===== config.mk =====
export PLATFORM = sky130hd
export DESIGN_NAME = serial_debug_master
export DESIGN_NICKNAME = d
export VERILOG_FILES = /design/src/rtl/serial_debug_master.sv
export SDC_FILE = /design/constraint.sdc
export NUM_CORES = 1
export LEC_CHECK = 0
export ABC_CLOCK_PERIOD_IN_PS = 5600
export CORE_MARGIN = 2
export CORE_UTILIZATION = 45
export DETAILED_ROUTE_END_ITERATION = 12
export PLACE_DENSITY = 0.69
export RECOVER_POWER = 50
export SYNTH_ARGS = -nofsm -noshare
export SYNTH_HDL_FRONTEND = slang
export SYNTH_SLANG_ARGS = --single-unit

===== constraint.sdc =====
create_clock -name clk -period 5.6 [get_ports clk]
set_input_delay 1.12 -clock clk [delete_from_list [all_inputs] [get_ports clk]]
set_output_delay 1.12 -clock clk [all_outputs]
set_load 0.02 [all_outputs]

===== src/rtl/serial_debug_master.sv =====
// Host-side master for the serial debug daisy chain: serialises a 144-bit request
// onto chain_tx_*, captures the returning frame from chain_rx_*, with timeout.
module serial_debug_master #(
  parameter int TIMEOUT_CYCLES   = 65536,
  parameter int RX_RESYNC_CYCLES = 1024,
  parameter int SYNC_STAGES      = 2
) (
  input  logic         clk,
  input  logic         rst_n,
  input  logic [7:0]   prescaler,
  input  logic         cmd_valid,
  output logic         cmd_ready,
  input  logic [143:0] cmd_frame,
  output logic         resp_valid,
  input  logic         resp_ready,
  output logic [143:0] resp_frame,
  output logic         resp_timeout,
  output logic         stray_frame,
  output logic         chain_tx_data,
  output logic         chain_tx_clk,
  input  logic         chain_rx_data,
  input  logic         chain_rx_clk
);

  localparam int TO_W = $clog2(TIMEOUT_CYCLES + 1);
  localparam int RS_W = $clog2(RX_RESYNC_CYCLES + 1);

  typedef enum logic [1:0] {IDLE, TX, WAIT, RESP} state_t;

  state_t         state;
  logic           armed;
  logic [TO_W-1:0] to_cnt;

  logic           tx_active;
  logic           tx_high;
  logic [7:0]     tx_div;
  logic [7:0]     tx_bits;
  logic [7:0]     presc;
  logic [143:0]   tx_shift;

  logic [SYNC_STAGES-1:0] clk_sync;
  logic [SYNC_STAGES-1:0] data_sync;
  logic           clk_prev;
  logic [142:0]   rx_shift;
  logic [7:0]     rx_cnt;
  logic [RS_W-1:0] rx_hold;

  logic           clk_s;
  logic           data_s;
  logic           rx_rise;
  logic           rx_complete;
  logic [143:0]   rx_word;
  logic           accept;

  assign clk_s       = clk_sync[SYNC_STAGES-1];
  assign data_s      = data_sync[SYNC_STAGES-1];
  assign rx_rise     = clk_s & ~clk_prev;
  assign rx_complete = rx_rise & (rx_cnt == 8'd143);
  assign rx_word     = {rx_shift, data_s};
  assign accept      = cmd_valid & cmd_ready;

  // Receiver: idles with clk high so a reset never fakes a rising edge.
  always_ff @(posedge clk) begin
    if (!rst_n) begin
      clk_sync  <= '1;
      data_sync <= '0;
      clk_prev  <= 1'b1;
      rx_shift  <= '0;
      rx_cnt    <= '0;
      rx_hold   <= '0;
    end else begin
      clk_sync  <= SYNC_STAGES'({clk_sync, chain_rx_clk});
      data_sync <= SYNC_STAGES'({data_sync, chain_rx_data});
      clk_prev  <= clk_s;
      if (rx_rise) begin
        rx_shift <= rx_word[142:0];
        rx_cnt   <= (rx_cnt == 8'd143) ? 8'd0 : rx_cnt + 8'd1;
        rx_hold  <= '0;
      end else if (clk_s) begin
        // A stalled partial frame is dropped so the next frame aligns from bit 0.
        if (rx_cnt != 8'd0 && rx_hold == RS_W'(RX_RESYNC_CYCLES - 1)) begin
          rx_cnt  <= '0;
          rx_hold <= '0;
        end else if (rx_hold != RS_W'(RX_RESYNC_CYCLES)) begin
          rx_hold <= rx_hold + RS_W'(1);
        end
      end else begin
        rx_hold <= '0;
      end
      if (accept) begin
        rx_cnt  <= '0;
        rx_hold <= '0;
      end
    end
  end

  always_ff @(posedge clk) begin
    if (!rst_n) begin
      state         <= IDLE;
      cmd_ready     <= 1'b0;
      resp_valid    <= 1'b0;
      resp_frame    <= '0;
      resp_timeout  <= 1'b0;
      stray_frame   <= 1'b0;
      armed         <= 1'b0;
      to_cnt        <= '0;
      tx_active     <= 1'b0;
      tx_high       <= 1'b0;
      tx_div        <= '0;
      tx_bits       <= '0;
      presc         <= 8'd1;
      tx_shift      <= '0;
      chain_tx_clk  <= 1'b1;
      chain_tx_data <= 1'b0;
    end else begin
      stray_frame <= rx_complete & ~armed;

      // Once the FSM leaves TX the current bit is completed and the lines idle.
      if (tx_active) begin
        if (tx_div == presc - 8'd1) begin
          tx_div <= '0;
          if (!tx_high) begin
            tx_high      <= 1'b1;
            chain_tx_clk <= 1'b1;
          end else if (tx_bits != 8'd0 && state == TX) begin
            tx_high       <= 1'b0;
            chain_tx_clk  <= 1'b0;
            chain_tx_data <= tx_shift[142];
            tx_shift      <= tx_shift << 1;
            tx_bits       <= tx_bits - 8'd1;
          end else begin
            tx_active     <= 1'b0;
            tx_high       <= 1'b0;
            chain_tx_data <= 1'b0;
          end
        end else begin
          tx_div <= tx_div + 8'd1;
        end
      end

      case (state)
        IDLE: begin
          if (accept) begin
            cmd_ready     <= 1'b0;
            tx_shift      <= cmd_frame;
            chain_tx_clk  <= 1'b0;
            chain_tx_data <= cmd_frame[143];
            presc         <= (prescaler == 8'd0) ? 8'd1 : prescaler;
            tx_active     <= 1'b1;
            tx_high       <= 1'b0;
            tx_div        <= '0;
            tx_bits       <= 8'd143;
            to_cnt        <= '0;
            armed         <= 1'b1;
            state         <= TX;
          end else begin
            cmd_ready <= 1'b1;
          end
        end
        TX, WAIT: begin
          to_cnt <= to_cnt + TO_W'(1);
          // A frame completing on the timeout cycle takes priority.
          if (rx_complete && armed) begin
            resp_frame   <= rx_word;
            resp_timeout <= 1'b0;
            resp_valid   <= 1'b1;
            armed        <= 1'b0;
            state        <= RESP;
          end else if (to_cnt == TO_W'(TIMEOUT_CYCLES)) begin
            resp_frame   <= '0;
            resp_timeout <= 1'b1;
            resp_valid   <= 1'b1;
            armed        <= 1'b0;
            state        <= RESP;
          end else if (state == TX && !tx_active) begin
            state <= WAIT;
          end
        end
        RESP: begin
          if (resp_ready) begin
            resp_valid <= 1'b0;
            cmd_ready  <= 1'b1;
            state      <= IDLE;
          end
        end
        default: state <= IDLE;
      endcase
    end
  end

endmodule


==> metrics.md <==
| Metric | Value |
|---|---|
| Status | `finished with violations` |
| Failing checks | `max-capacitance violations, max-slew violations` |
| Via count | `18,000` |
| Post-synth top flop | `dfxtp_1` |
| Row cnt | `76` |
| Avg Cell Area, Syn | `slightly above 8 um^2` |
| Routed wire length | `52,000 um` |
| Switching Share | `0.310` |
| RSZ-0062 raised after global routing | `no` |
| Clock Power Share | `0.380` |
| Die extent in x | `214 um` |
| Total power consumption of the routed design | `9840 uW` |
| Via-to-Cell Ratio | `5.65` |
| Share of final-layout standard cells stronger than drive strength 1 | `0.0497` |
| Detailed-router iteration count before antenna repair | `6` |
| Net Sw Power | `3050 uW` |
| Post-CTS setup-driven buffer insertion count | `0` |
| Vias in the first global route | `16,500` |
| Average wire per standard cell | `16.3 um` |
| Global-route wire length before repair | `83,100 um` |
| Global routing usage summed across all routing layers | `0.218` |
| Sink Count | `506` |
| Total Negative Setup Slacks | `0 ns` |
| I/O Pins | `a little over 300` |
| Buffer depth of the longest clock path | `3` |
| Data arrival time of the critical path | `4.35 ns` |
| Data required time of the worst path | `5.96 ns` |
| Core region area | `43,300 um^2` |
| Worst-Skew Late Latency | `0.59 ns` |
| Max Freq | `about 250 MHz` |
| Chip height | `214 um` |
| Int Power | `6790 uW` |
| Sequential-to-total area share from yosys stat | `0.511` |
| Shortest period the worst path allows | `approximately 4.0 ns` |
| Total power density per cell area | `396 nW/um^2` |
| Share of flip-flops with an asynchronous set or reset after synthesis | `0` |
| Antenna violations before repair | `7` |
| Hold buffers post-CTS | `0` |
| Slew @ Worst Pin | `between 2 and 2.5 ns` |
| Count of input and output buffers | `307` |
| Synth Register Bits | `around 500` |
| Initial detailed-routing violation count | `1,711` |
| Share of the clock period used by the worst path after layout | `0.712` |
| Syn Inst Count | `2,397` |
| Gates resized, CTS repair | `0` |
| Area of the mapped netlist | `19,800 um^2` |
| MaxCap Viol Count | `3` |
| Dpl ws | `2.09 ns` |
| Net Count, Synth | `approximately 2,600` |
| Count of unique library cells instantiated by Yosys | `62` |
| Crit Path Max Fanout | `188` |
| Routability cong. | `0.840` |
| Number of setup violations in the final report | `0` |
| Number of enable flip-flop cells after synthesis | `0` |
| Area of the die | `45,700 um^2` |
| HPWL after detailed placement | `30,900 um` |
| Pin count of the biggest net entering global routing | `189` |
| Global-route congestion overflow total | `0` |
| Leakage dissipation | `0.00870 uW` |
| Seq pwr share | `0.414` |
| Hold violation total from the final report | `0` |
| Syn-to-layout area delta | `25.4%` |
| H-tree Lvls | `2` |
| Critical path capture point type | `flip-flop` |
| Clock Skews | `0.0154 ns` |
| TritonCTS Buffers | `52` |
| Comb pwr share | `0.206` |
| Clock Tree Root | `clkbuf_16` |
| CTS tree | `built` |
| Number of nets in the layout | `2,723` |
| Worst VDD drop | `around 0.00057 V` |
| Path type of the worst setup path | `input port to flip-flop` |
| Final setup slack of the worst path | `1.61 ns` |
| Tightest Hold Check Type | `flip-flop to flip-flop` |
| Reg2reg setup slack | `1.97 ns` |
| Final-layout fill cell count | `3,839` |
| Antenna Nets Post-Route | `0` |
| Max_slew headroom | `-0.655` |
| DRC Markers | `0` |
| Startpoint kind of the worst setup timing path | `input port` |
| Initial standard-cell utilization of the core | `0.458` |
| Clock input transition at the sequential cells of the worst setup and hold paths | `~0.06 ns` |
| Count of yosys warnings during synthesis | `0` |
| Final Max Tran Viols | `324` |
==> power by group through the flow <==
stage,logic (uW),clock network (uW),registers (uW)
global route,2250,3960,4110
detailed placement,1990,0,4150
floorplan,1520,0,4100
finish,2030,3740,4080
CTS,2000,3810,4070
global placement,1950,0,4140
==> critical path, stage by stage <==
cell and delay, ns:
buf_4 0.32, inv_8 0.71, clkbuf_2 1.86, nor2_1 0.17
==> metrics by stage <==
stage	std cells	util	hold slack (ns)	area, um^2
6_report	3183	0.574	0.440	24800
5_1_grt	3180	0.574	0.458	24800
4_1_cts	3179	0.575	0.440	24900
3_5_place_dp	3082	0.531	0.431	23000
3_3_place_gp	3082	0.531	0.424	23000
2_1_floorplan	2397	-	0.386	19800
==> placed cells by master, fill, tap and decap left out, drive strengths merged, types with 6 or more instances in the layout <==
cell type      instances
dlygate4sd3          137
a21oi                272
or3                    6
or4                    6
dfxtp                506
buf                   13
a31oi                146
clkinv                 9
nand4                 10
inv                   22
bufinv                 8
xnor2                 11
nor4                   6
nand2                333
and3                  11
xor2                  20
nand3                 62
a22oi                151
o21ai                302
nor2                 206
ha                    14
clkdlybuf4s50        169
clkbuf                80
nor3                  15
==> cells by family after synthesis <==
logic type               share of synthesized area
AO/OA/AOI/OAI                                0.264
XOR/XNOR                                    0.0137
adder cells (fa/ha/maj)                    0.00884
buffers and inverters                       0.0489
flip-flops                                   0.511
multiplexers                               0.00436
AND/OR/NAND/NOR                              0.149
==> state kept, by name, summed over array words and instances (netlist names), 2 cells and up <==
signal      count
resp_frame    144
rx_shift      143
tx_shift      143
to_cnt         17
rx_hold        11
presc           8
rx_cnt          8
tx_bits         8
tx_div          8
clk_sync        2
data_sync       2
state           2
==> cell usage after synthesis, types with 15 or more instances <==
master / count / share of area
nand2_1: 333 / 0.063
nor2_1: 206 / 0.039
dfxtp_1: 506 / 0.51
nand3_1: 62 / 0.016
a31oi_1: 146 / 0.046
xor2_1: 20 / 0.0088
a22oi_1: 151 / 0.057
o21ai_1: 15 / 0.0038
buf_2: 33 / 0.0083
inv_1: 19 / 0.0036
a21oi_1: 272 / 0.069
o21ai_0: 287 / 0.073
buf_1: 18 / 0.0034
clkbuf_1: 170 / 0.032
==> metal layers <==
| metal | global-route usage | part of all wire |
|---|---|---|
| met1 | 0.291 | 0.44 |
| met3 | 0.0542 | 0.074 |
| met4 | 0.0761 | 0.022 |
| met2 | 0.344 | 0.47 |
| met5 | 0 | 0.00075 |
==> worst paths after layout <==
kind / cells after the start / endpoint / from
max: 4 / resp_frame[97] / rst_n
min reg2reg: 1 / stray_frame / armed
max reg2reg: 6 / tx_shift[74] / state[0]
min: 1 / stray_frame / armed
==> layout make-up <==
| class | instances | area, um^2 | share of cell area |
|---|---|---|---|
| well taps | 585 | 732 | 0.0295 |
| inverters | 20 | 82.6 | 0.00332 |
| multi-input cells | 1648 | 8780 | 0.353 |
| flip-flops and latches | 506 | 10100 | 0.408 |
| clock inverters | 21 | 344 | 0.0138 |
| diodes | 4 | 10.0 | 0.000403 |
| repair buffers | 323 | 3230 | 0.130 |
| clock buffers | 76 | 1540 | 0.0620 |
No activity file was read; power rests on OpenSTA's default activity.
